**config.mk**
```make
export PLATFORM = sky130hd
export DESIGN_NAME = rom_rd_arbiter
export DESIGN_NICKNAME = d
export VERILOG_FILES = /design/src/rtl/rom_rd_arbiter.sv
export SDC_FILE = /design/constraint.sdc
export NUM_CORES = 1
export LEC_CHECK = 0
export CORE_ASPECT_RATIO = 0.8
export CORE_UTILIZATION = 45
export CTS_BUF_LIST = sky130_fd_sc_hd__clkbuf_8
export DETAILED_ROUTE_END_ITERATION = 7
export HOLD_SLACK_MARGIN = 0.03
export PLACE_DENSITY = 0.71
export REMOVE_ABC_BUFFERS = 1
export SLEW_MARGIN = 20
export SYNTH_ARGS = -nofsm -noshare
export SYNTH_HDL_FRONTEND = slang
export SYNTH_SLANG_ARGS = --single-unit
```
**constraint.sdc**
```tcl
create_clock -name clk -period 1.8 [get_ports clk]
set_clock_uncertainty 0.15 [all_clocks]
set_input_delay 0.18 -clock clk [delete_from_list [all_inputs] [get_ports clk]]
set_output_delay 0.18 -clock clk [all_outputs]
set_load 0.005 [all_outputs]
```
**src/rtl/rom_rd_arbiter.sv**
```systemverilog
// rom_rd_arbiter: round-robin owner of the shared ROM read port.
// Each channel strobe buys one burst of WORDS timed reads at addresses 0..WORDS-1.
//
// Ports:
//   clk       system clock
//   rst       synchronous reset, active-high
//   strob     per-channel request strobes (asynchronous levels)
//   rd        one-hot read pulse to the granted channel
//   rd_adr    shared read address, 0 when idle
//   grant_id  index of the granted channel, valid while busy
//   busy      a burst is in progress
//   done      one-clock pulse on the channel whose burst just finished

module rom_rd_arbiter #(
    parameter int N_CH     = 5,
    parameter int WORDS    = 18,
    parameter int SLOT_LEN = 64,
    parameter int RD_START = 40,
    parameter int RD_LEN   = 4,
    parameter int ADDR_W   = 5
) (
    input  logic              clk,
    input  logic              rst,
    input  logic [N_CH-1:0]   strob,
    output logic [N_CH-1:0]   rd,
    output logic [ADDR_W-1:0] rd_adr,
    output logic [2:0]        grant_id,
    output logic              busy,
    output logic [N_CH-1:0]   done
);

    localparam int CNT_W = $clog2(SLOT_LEN);

    localparam logic [1:0] S_IDLE = 2'd0;
    localparam logic [1:0] S_SLOT = 2'd1;
    localparam logic [1:0] S_REL  = 2'd2;

    localparam logic [CNT_W-1:0]  SLOT_LAST = CNT_W'(SLOT_LEN - 1);
    localparam logic [CNT_W-1:0]  RD_FIRST  = CNT_W'(RD_START);
    localparam logic [CNT_W-1:0]  RD_LAST   = CNT_W'(RD_START + RD_LEN - 1);
    localparam logic [ADDR_W-1:0] WORD_LAST = ADDR_W'(WORDS - 1);
    localparam logic [N_CH-1:0]   ONE       = N_CH'(1);
    localparam logic [2:0]        PTR_INIT  = 3'(N_CH - 1);

    logic [N_CH-1:0]   sync1_q, sync2_q, sync3_q;
    logic [N_CH-1:0]   pending_q, pending_d;
    logic [1:0]        state_q, state_d;
    logic [CNT_W-1:0]  slot_cnt_q, slot_cnt_d;
    logic [ADDR_W-1:0] word_q, word_d;
    logic [2:0]        grant_q, grant_d;
    logic [2:0]        rr_ptr_q, rr_ptr_d;
    logic [N_CH-1:0]   rd_q, rd_d;
    logic [N_CH-1:0]   done_q, done_d;

    logic [N_CH-1:0]   rise;
    logic [N_CH-1:0]   own_mask;
    logic              hi_found, lo_found;
    logic [2:0]        hi_pick, lo_pick, pick;

    function automatic logic [N_CH-1:0] ch_mask(input logic [2:0] id);
        return ONE << id;
    endfunction

    // Round-robin search: lowest pending index above rr_ptr, else lowest
    // pending index overall (the wrap-around). Descending loop so the
    // smallest qualifying index is written last.
    always_comb begin
        hi_found = 1'b0;
        lo_found = 1'b0;
        hi_pick  = '0;
        lo_pick  = '0;
        for (int i = N_CH - 1; i >= 0; i--) begin
            if (pending_q[i]) begin
                lo_found = 1'b1;
                lo_pick  = 3'(i);
                if (3'(i) > rr_ptr_q) begin
                    hi_found = 1'b1;
                    hi_pick  = 3'(i);
                end
            end
        end
        pick = hi_found ? hi_pick : lo_pick;
    end

    always_comb begin
        state_d    = state_q;
        slot_cnt_d = slot_cnt_q;
        word_d     = word_q;
        grant_d    = grant_q;
        rr_ptr_d   = rr_ptr_q;

        rise = sync2_q & ~sync3_q;
        // The channel that owns the port cannot queue a second burst.
        own_mask  = (state_q != S_IDLE) ? ch_mask(grant_q) : '0;
        pending_d = pending_q | (rise & ~own_mask);

        unique case (state_q)
            S_IDLE: begin
                if (lo_found) begin
                    grant_d    = pick;
                    word_d     = '0;
                    slot_cnt_d = '0;
                    state_d    = S_SLOT;
                end
            end
            S_SLOT: begin
                if (slot_cnt_q == SLOT_LAST) begin
                    slot_cnt_d = '0;
                    if (word_q == WORD_LAST) begin
                        state_d = S_REL;
                    end else begin
                        word_d = word_q + 1'b1;
                    end
                end else begin
                    slot_cnt_d = slot_cnt_q + 1'b1;
                end
            end
            S_REL: begin
                pending_d = pending_d & ~ch_mask(grant_q);
                rr_ptr_d  = grant_q;
                word_d    = '0;
                state_d   = S_IDLE;
            end
            default: begin
                state_d = S_IDLE;
            end
        endcase

        // rd/done are decoded from next state so the flops line up with state_q.
        rd_d = '0;
        if (state_d == S_SLOT && slot_cnt_d >= RD_FIRST &&
            slot_cnt_d <= RD_LAST) begin
            rd_d = ch_mask(grant_d);
        end
        done_d = (state_d == S_REL) ? ch_mask(grant_d) : '0;
    end

    always_ff @(posedge clk) begin
        if (rst) begin
            sync1_q    <= '0;
            sync2_q    <= '0;
            sync3_q    <= '0;
            pending_q  <= '0;
            state_q    <= S_IDLE;
            slot_cnt_q <= '0;
            word_q     <= '0;
            grant_q    <= '0;
            rr_ptr_q   <= PTR_INIT;
            rd_q       <= '0;
            done_q     <= '0;
        end else begin
            sync1_q    <= strob;
            sync2_q    <= sync1_q;
            sync3_q    <= sync2_q;
            pending_q  <= pending_d;
            state_q    <= state_d;
            slot_cnt_q <= slot_cnt_d;
            word_q     <= word_d;
            grant_q    <= grant_d;
            rr_ptr_q   <= rr_ptr_d;
            rd_q       <= rd_d;
            done_q     <= done_d;
        end
    end

    assign rd       = rd_q;
    assign done     = done_q;
    assign rd_adr   = word_q;
    assign grant_id = grant_q;
    assign busy     = (state_q != S_IDLE);

endmodule

```
**Yosys cells after proc, flatten, opt, wreduce, memory -nomap -nowiden**

Cells that the tools add are included.

- Input bits: 7
- Bits in registers: 49
- Output and inout port bits: 19

- Add/subtract/negate cells: 2
- Equality and inequality tests: 9
- Reduce and logical (&&, ||, !) cells: 8
- $lt $le $gt $ge: 7
- Muxes and demuxes: 46
- Shift-type cells: 2
- Bitwise logic cells: 9

Operators with widths:

| cell | number |
|---|---|
| $mux W3 | 18 |
| $mux W5 | 5 |
| $and A5 B5 Y5 | 3 |
| $mux W1 | 15 |
| $not A5 Y5 | 3 |
| $pmux W5 S3 | 1 |
| $mux W6 | 2 |
| $pmux W6 S2 | 1 |
| $shl A1 B3 Y5 const A | 2 |
| $add A6 B1 Y6 const B | 1 |
| $eq A6 B6 Y1 const B | 1 |
| $ge A6 B6 Y1 const B | 1 |
| $gt A1 B3 Y1 const A | 2 |
| $gt A2 B3 Y1 const A | 2 |
| $le A6 B6 Y1 const B | 1 |
| $mux W2 | 3 |
| $ne A2 B2 Y1 const B | 3 |
| $add A5 B1 Y5 const B | 1 |
| $eq A5 B5 Y1 const B | 1 |
| $or A5 B5 Y5 | 1 |
| $eq A2 B1 Y1 const B | 2 |
| $eq A2 B2 Y1 const B | 2 |
| $pmux W2 S2 | 1 |
| $reduce_and A4 Y1 | 1 |
| 7 further kinds | 10 |

**Longest topological paths before layout**

Gate-level depths: netlist of run 1.

- Depth after elaboration: 15
- Mapped depth: 7

**Worst setup path after synthesis of run 1**

No wires, ideal clock.

- Path kind: register -> register
- Start: register pending_q[3]
- End: register rd_q[3], in the netlist rd[3]
- Arrival time: 1.791 ns
- Cell stages (with the launch flop): 7
- Path slack: -0.200 ns
- Buffers on the path: 1
- Clock period less this slack: 2.000 ns
- Setup time: 0.060 ns
- Path through: dfxtp_1 > buf_6 > or4_4 > o31ai_4 > a211oi_2 > nand4b_4 > and3b_1

- Cells in the longest elaborated chain, start to end: 11
- Elaborated cells on any way between the ends: 37
- Those cells by class: order compare: 2; eq/ne: 1; shift: 1; mux: 29; bitwise: 1; reduce/logical: 3

Ends and longest elaborated chain:

| item | RTL line | text |
|---|---|---|
| start: declaration | 46 | `logic [N_CH-1:0] pending_q, pending_d;` |
| start signal: assignment | 155 | `pending_q <= pending_d;` |
| $mux W1 or $mux W3 (tied branches) | 73 | `if (pending_q[i]) begin` |
| $mux W1 (tied with other cells) | 73 |  |
| $mux W1 or $mux W3 (tied branches) | 73 |  |
| $mux W1 (tied with other cells) | 73 |  |
| $mux W6 (tied with other cells) | 99 | `if (lo_found) begin` |
| $pmux W6 S2 (tied with other cells) | 97 | `unique case (state_q)` |
| $ge A6 B6 Y1 (tied with other cells) | 131 | `if (state_d == S_SLOT && slot_cnt_d >= RD_FIRST &&` |
| $logic_and A1 B1 Y1 or $mux W3 (tied branches) | 131, 82 |  |
| $logic_and A1 B1 Y1 or $mux W3 (tied branches) | 131, 99 |  |
| $not A1 Y1 (no line) or $mux W3 (tied branches) | - |  |
| $reduce_or A2 Y1 (no line) or $shl A1 B3 Y5 (tied branches) | - |  |
| end signal: assignment | 161 | `rd_q <= rd_d;` |
| end: declaration | 52 | `logic [N_CH-1:0] rd_q, rd_d;` |

Several ways; a longest one is shown, not always the timed one.
A chain may end at the register's enable or synchronous reset.

**Final worst setup path of run 1**

- Start: register pending_q[2]
- End: register rd_q[3], in the netlist rd[3]

- Cells in the longest elaborated chain, start to end: 10
- Elaborated cells on any way between the ends: 31
- Those cells by class: order compare: 2; eq/ne: 1; shift: 1; mux: 23; bitwise: 1; reduce/logical: 3

Ends and longest elaborated chain:

| item | RTL line |
|---|---|
| $mux W1 (3 in a row) | 73 |
| $mux W6 or $mux W2 (tied branches) | 99 |
| $pmux W6 S2 or $pmux W2 S2 (tied branches) | 97 |
| $ge A6 B6 Y1 or $eq A2 B1 Y1 (tied branches) | 131 |
| $logic_and A1 B1 Y1 (2 in a row) | 131 |
| $not A1 Y1 (no line) | - |
| $reduce_or A2 Y1 (no line) | - |

Several ways; a longest one is shown, not always the timed one.

==> results of run 1 <==
## power by group through the flow
stage / Combinational [mW] / Clock, mW / Sequential (mW)
detailed placement: 0.323 / 0 / 1.17
global placement: 0.319 / 0 / 1.17
floorplan: 0.152 / 0 / 1.18
finish: 0.403 / 0.913 / 1.15
global route: 0.439 / 0.989 / 1.15
CTS: 0.365 / 0.938 / 1.14
## how the worst max path moves through the flow
stage | endpoint | slack [ns] | startpoint
CTS | rd[3]$_SDFF_PP0_ | -0.11 | pending_q[2]$_SDFF_PP0_
floorplan | done[1]$_SDFF_PP0_ | -0.20 | state_q[0]$_SDFF_PP0_
global placement | rd[0]$_SDFF_PP0_ | -0.14 | pending_q[3]$_SDFF_PP0_
detailed placement | rd[3]$_SDFF_PP0_ | -0.15 | pending_q[3]$_SDFF_PP0_
global route | rd[4]$_SDFF_PP0_ | -0.25 | pending_q[3]$_SDFF_PP0_
finish | rd[3]$_SDFF_PP0_ | -0.15 | pending_q[2]$_SDFF_PP0_
## layer usage
layer | GRT usage (%) | vias up | wire, µm
li1 | - | 904 | -
met1 | 26.8 | 847 | 2200
met2 | 32.2 | 49 | 2250
met3 | 4.53 | 8 | 254
met4 | 11.3 | 0 | 78
met5 | 0 | - | 0
## per-stage QoR
step | TNS [ns] | util [%]
floorplan | -2.08 | -
global placement | -0.806 | 61.1
detailed placement | -1.25 | 61.1
CTS | -1.09 | 66.3
global route | -3.19 | 69.0
finish | -1.59 | 69.0
## sequential cells by signal, summed over array words and instances (netlist names)
name,count
sync1_q,5
state_q,2
rd_adr,5
rr_ptr_q,3
sync2_q,5
done,5
slot_cnt_q,6
grant_id,3
sync3_q,5
pending_q,5
rd,5
## area by class of cell
cell class	count	area share [%]
multi-input cells	150	38.0
clock inverters	3	2.20
flip-flops and latches	49	33.6
inverters	11	1.40
repair buffers	68	20.1
well taps	57	2.41
clock buffers	5	2.33
## cell usage after synthesis, types with 4 or more instances
master and count:
a21oi_1 11, clkbuf_1 4, dfxtp_1 49, inv_1 11, mux2i_1 6, nand2_1 10
nand3_1 5, nor2_1 22, nor2b_1 21, nor3_1 4, nor3b_1 7, nor4_1 7
o21ai_0 7
## repair_timing
item                       4_1_cts  5_1_grt
pin swaps                        2        7
gates resized for setup         15       27
cloned                           0        1
setup buffers                    3        2
setup endpoints to repair       16       23
## kinds of logic (layout without fill, tap and decap cells)
kind of cell / after synthesis / in the layout / share of synthesized area (%)
muxes: 6 / 6 / 2.91
and+or+nand+nor: 98 / 98 / 27.9
DFF: 49 / 49 / 47.5
buffers and inverters: 19 / 87 / 4.73
xor gates and xnor gates: 3 / 3 / 1.27
AOI/OAI and AO/OA: 40 / 40 / 13.8
adders and majority gates: 3 / 3 / 1.82
==> run metrics, run 1 <==
status=finished with violations; failing checks=negative setup slack; WHS Endpoint=sync1_q[0]$_SDFF_PP0_; Placed Instances=330; flop2flop setup slack=-0.15 ns; # diodes=0; CTS Hold Bufs=0; synth unique cells=48; Seq pwr share=around 47%; CTS tree=built; syn_area_per_cell=9.47 µm²; Final Instance Area=2960 µm²; RSZ-0062 raised after global routing=true; Hold Crit Start=strob[0]; final hold vios=0; DP Worst Slack=-0.149 ns; Ports=26; worst-margin pin slew=between 0.3 and 0.4 ns; core area=4280 µm²; setup ws final=-0.151 ns; Synth top area share=approximately 48%; Comb power frac=16.4%; GRT Util Overall=20.8%; Worst setup EP type=flop; root buf cell=clkbuf_8; Initial DRC Count=around 80; Largest stage delay, worst path=~0.57 ns; WHS=around 0.27 ns; post-layout minimum cycle time=1.95 ns; Clk network pwr share=37.0%; Max FO, Critical Path=6; ys flop type=dfxtp_1; leading cell type in the layout, fill and taps excluded=dfxtp_1; Initial Util=48.2%; Synth Instances=218; worst min path class=primary input to flop; Seq. cell area=992 µm²; area of the multi-input gates=1120 µm²; Placer Congestion=0.825; P_int=between 1.5 and 2 mW; port buffer count=25; Cell Area, Synth=2060 µm²; crit-path leading delay family=simple AND/OR/NAND/NOR gates; final non-filler cell total=343; Worst Path Required=1.86 ns; vias per inst=between 5 and 6; Slew Limit Headroom=about four fifths; commonest non-fill, non-tap cells in the layout=42 x dfxtp_1, 40 x buf_4, 25 x clkdlybuf4s50_1, 21 x nor2b_1, 20 x nor2_1; largest net degree at the start of global routing=33; worst-case vdd ir drop=a little under 0.5 mV; CP Data Arrival Time=2.01 ns; CP max-delay cell=or4_4; cell depth of the worst flop-to-flop path=6; post-synthesis sequential area ratio=47.5%; clock sinks=between 40 and 50; layout cells sized above 1=32.2%; flops & latches, synth=49; Reg clk slew, reported paths=about 0.09 ns; width of the die=77.7 µm; initial antenna violation count=0; pwr/cell area=~830 nW/µm²; global route overflow=0; wire per inst=13.9 µm; post-synth top area cell=dfxtp_1; FP Rows=21; CTS Buffer Depth=2; Clk Latency, worst-skew pair=~0.31 ns; detailed-route via count=1808; global-route wire length before repair=~7800 µm; Bufs and invs on worst path=1; Peak Freq=between 0.5 and 0.6 GHz; die footprint=4860 µm²; final setup fails=16; number of flops mapped to enable cells by yosys=0; number of max-cap violations=0; synth warn=0; HPWL Detailed=approximately 3000 µm; Crit Reg-Reg Startpoint=pending_q[2]$_SDFF_PP0_; Setup crit start kind=flop; vias in the first global route=approximately 1700; leak pwr=1.14 nW; DP Area=2620 µm²; die height=between 60 and 70 µm; CP Cell Sequence=or4_4 -> o31ai_4 -> a311oi_1 -> buf_4 -> nand4b_4 -> and3b_1; WS Path Type=flop to flop; Synth area leaders=dfxtp_1 48%, nor2b_1 6.4%, nor2_1 4.0%, mux2i_1 2.9%, a21oi_1 2.7%; fin nets=just under 300; post-route ant nets=0; Critical Path Stages=6; Layout fillers=311; Detailed Routing Iterations Pass 1=4; hold path depth=2; Layout area overhead=43.2%; post-route clock period utilization=108%; Switching Power=578 µW; Switching Share=23.5%; final max-slew violation count=0; Pwr Total=~2.5 mW; Num CTS Buffers=5; final wirelength=4780 µm; RR Endpoint=rd[3]$_SDFF_PP0_; H-tree depth=2; fraction of registers with async set/reset=0%; DR DRC count=0
(Power assumes the default switching activity.)
==> run 2: changes to the inputs <==
--- a/config.mk
+++ b/config.mk
@@ -8,6 +8,7 @@
 export CORE_ASPECT_RATIO = 0.8
 export CORE_UTILIZATION = 45
 export CTS_BUF_LIST = sky130_fd_sc_hd__clkbuf_8
+export CTS_CLUSTER_DIAMETER = 50
 export DETAILED_ROUTE_END_ITERATION = 7
 export HOLD_SLACK_MARGIN = 0.03
 export PLACE_DENSITY = 0.71
==> results of run 2 <==
The final DEF is identical to that of run 1; final timing and power are the same.
==> run 3: changes to the inputs <==
--- a/config.mk
+++ b/config.mk
@@ -6,12 +6,12 @@
 export NUM_CORES = 1
 export LEC_CHECK = 0
 export CORE_ASPECT_RATIO = 0.8
-export CORE_UTILIZATION = 45
+export CORE_UTILIZATION = 40
 export CTS_BUF_LIST = sky130_fd_sc_hd__clkbuf_8
 export CTS_CLUSTER_DIAMETER = 50
 export DETAILED_ROUTE_END_ITERATION = 7
 export HOLD_SLACK_MARGIN = 0.03
-export PLACE_DENSITY = 0.71
+export PLACE_DENSITY = 0.64
 export REMOVE_ABC_BUFFERS = 1
 export SLEW_MARGIN = 20
 export SYNTH_ARGS = -nofsm -noshare
==> run 3 against run 2 <==
- the flow still finishes with violations (negative setup slack)
- first-iteration DRC count decreased by 38%
- cell area rose by 3.7%
- sequential power barely moved
- count of clock-buffer cells in the layout increased by 1
- critical path depth unchanged
- setup slack gained 0.0076 ns
- utilization shrank 4.7 points
- non-clock buffer count is 4 higher
- clock power is 13% lower
==> run metrics, run 3 (same netlist as run 1, synthesis figures left out) <==
Ports=26 (unchanged); global route overflow=0 (unchanged); CP max-delay cell=or4_4; largest net degree at the start of global routing=19 (-42%); worst-case vdd ir drop=0.616 mV (+24%); final non-filler cell total=351 (+2.3%); met3 usage=4.69% (+0.16 points); CTS tree=built; Biggest register=slot_cnt_q; Max FO, Critical Path=4 (-2); Pwr Total=2.38 mW (-3.3%); DP Worst Slack=-0.134 ns (+0.0143 ns); final wirelength=4820 µm (+0.82%); initial antenna violation count=0 (unchanged); Switching Power=582 µW (+0.66%); core area=4760 µm² (+11%); max reg flops=6 (unchanged); number of max-cap violations=0 (unchanged); H-tree depth=2 (unchanged); Placed Instances=335 (+1.5%); pwr/cell area=777 nW/µm² (-6.7%); DR DRC count=0 (unchanged); final max-slew violation count=0 (unchanged); vias in the first global route=1717 (+0.94%); RSZ-0062 raised after global routing=true; WS Path Type=flop to flop; layout cells sized above 1=36.8% (+4.6 points); Num CTS Buffers=5 (unchanged); Clk Latency, worst-skew pair=0.30 ns (about the same); worst min path class=primary input to flop; grt met1 use=24.7% (-2.1 points); failing checks=negative setup slack; setup ws final=-0.143 ns (+0.00756 ns); CTS Buffer Depth=2 (unchanged); Reg clk slew, reported paths=0.09 ns (about the same); wire per inst=13.7 µm (-1.5%); Initial Util=43.4% (-4.9 points); Largest stage delay, worst path=0.57 ns (about the same); post-route ant nets=0 (unchanged); DP Area=2630 µm² (+0.72%); fin nets=300 (+1.7%); commonest non-fill, non-tap cells in the layout=43 x dfxtp_1, 43 x buf_4, 25 x clkdlybuf4s50_1, 21 x nor2b_1, 19 x nor2_1; global-route wire length before repair=7700 µm (-0.89%); Layout area overhead=48.5%; Setup TNS=-1.36 ns (+0.230 ns); Peak Freq=0.515 GHz (+0.39%); met2 usage=30.4% (-1.8 points); Seq pwr share=48.1% (+1.5 points); Final Instance Area=3070 µm² (+3.7%); fin util=64.4% (-4.7 points); Worst Path Required=1.85 ns (about the same); Setup crit start kind=flop; leak pwr=1.19 nW (+4.5%); Detailed Routing Iterations Pass 1=4 (unchanged); die footprint=5450 µm² (+12%); die height=66.3 µm (+5.9%); Placer Congestion=0.786 (-4.8%); WHS=0.274 ns (+0.000388 ns); root buf cell=clkbuf_8; HPWL Detailed=3120 µm (+4.0%); Most Used Layer, Global Route=met2; Initial DRC Count=50 (-38%); post-route clock period utilization=108% (-0.42 points); final hold vios=0 (unchanged); Worst setup EP type=flop; Layout fillers=385 (+24%); # diodes=0 (unchanged); detailed-route via count=1806 (-0.11%); CP Cell Sequence=or4_4 -> o31ai_4 -> a311oi_1 -> buf_4 -> nand4b_4 -> and3b_1; final setup fails=19 (+3); Comb power frac=18.5% (+2.1 points); P_int=1.80 mW (-4.5%); width of the die=82.3 µm (+5.9%); Slew Limit Headroom=74.8% (-3.9 points); post-layout minimum cycle time=1.94 ns (-0.00756 ns); FP Rows=22 (+4.8%); worst-margin pin slew=0.375 ns (+0.0559 ns); status=finished with violations; clock sinks=49 (unchanged); Clk network pwr share=33.4% (-3.6 points); port buffer count=25 (unchanged); GRT Util Overall=18.9% (-1.9 points); CP Data Arrival Time=1.99 ns (-0.02 ns); vias per inst=5.15 (-2.4%); Switching Share=24.4% (+0.96 points)
## run 3: layout make-up
class,count,area [µm²],area share [%]
Tap cell,60,75.1,2.45
Multi-Input combinational cell,151,1220,39.8
Clock buffer,6,82.6,2.69
Sequential cell,49,991,32.3
Inverter,11,41.3,1.35
Clock inverter,2,33.8,1.10
Timing Repair Buffer,72,621,20.2
## run 3: timing repair
| item | 4_1_cts | 5_1_grt |
|---|---|---|
| gates resized for setup | 31 | 28 |
| pin swaps | 15 | 13 |
| setup buffers | 5 | 2 |
| hold buffers | 0 | 0 |
| endpoints found under the setup margin | 17 | 22 |
| cloned | 2 | 0 |
## run 3: routing by layer
metal  wire length, µm  up-vias  share of wire, %
met4                43        0              0.89
li1                  -      912                 -
met5                 0        -                 0
met1              2420      861                50
met2              2220       28                46
met3               142        5               2.9
## run 3: path summary, 6_finish.rpt
check | slack [ns] | startpoint | cells past startpoint | endpoint
max | -0.14 | pending_q[3]$_SDFF_PP0_ | 6 | rd[3]$_SDFF_PP0_
min | 0.27 | strob[3] | 2 | sync1_q[3]$_SDFF_PP0_
max reg2reg | -0.14 | pending_q[3]$_SDFF_PP0_ | 6 | rd[3]$_SDFF_PP0_
min reg2reg | 0.30 | sync1_q[4]$_SDFF_PP0_ | 1 | sync2_q[4]$_SDFF_PP0_
## run 3: critical path: cells and delay by family, from the launching register on
| kind | cells | cell delay [ns] |
|---|---|---|
| AOI/OAI and AO/OA | 2 | 0.35 |
| buffers and inverters | 1 | 0.17 |
| DFF | 1 | 0.33 |
| and+or+nand+nor | 3 | 0.85 |
## run 3: power by group through the flow
stage                     Clock [mW]  Sequential, mW  Combinational, mW
after global routing           0.856            1.15              0.477
after global placement             0            1.17              0.324
after CTS                      0.807            1.14              0.386
final                          0.797            1.15              0.440
after detailed placement           0            1.17              0.329
after floorplan                    0            1.18              0.152
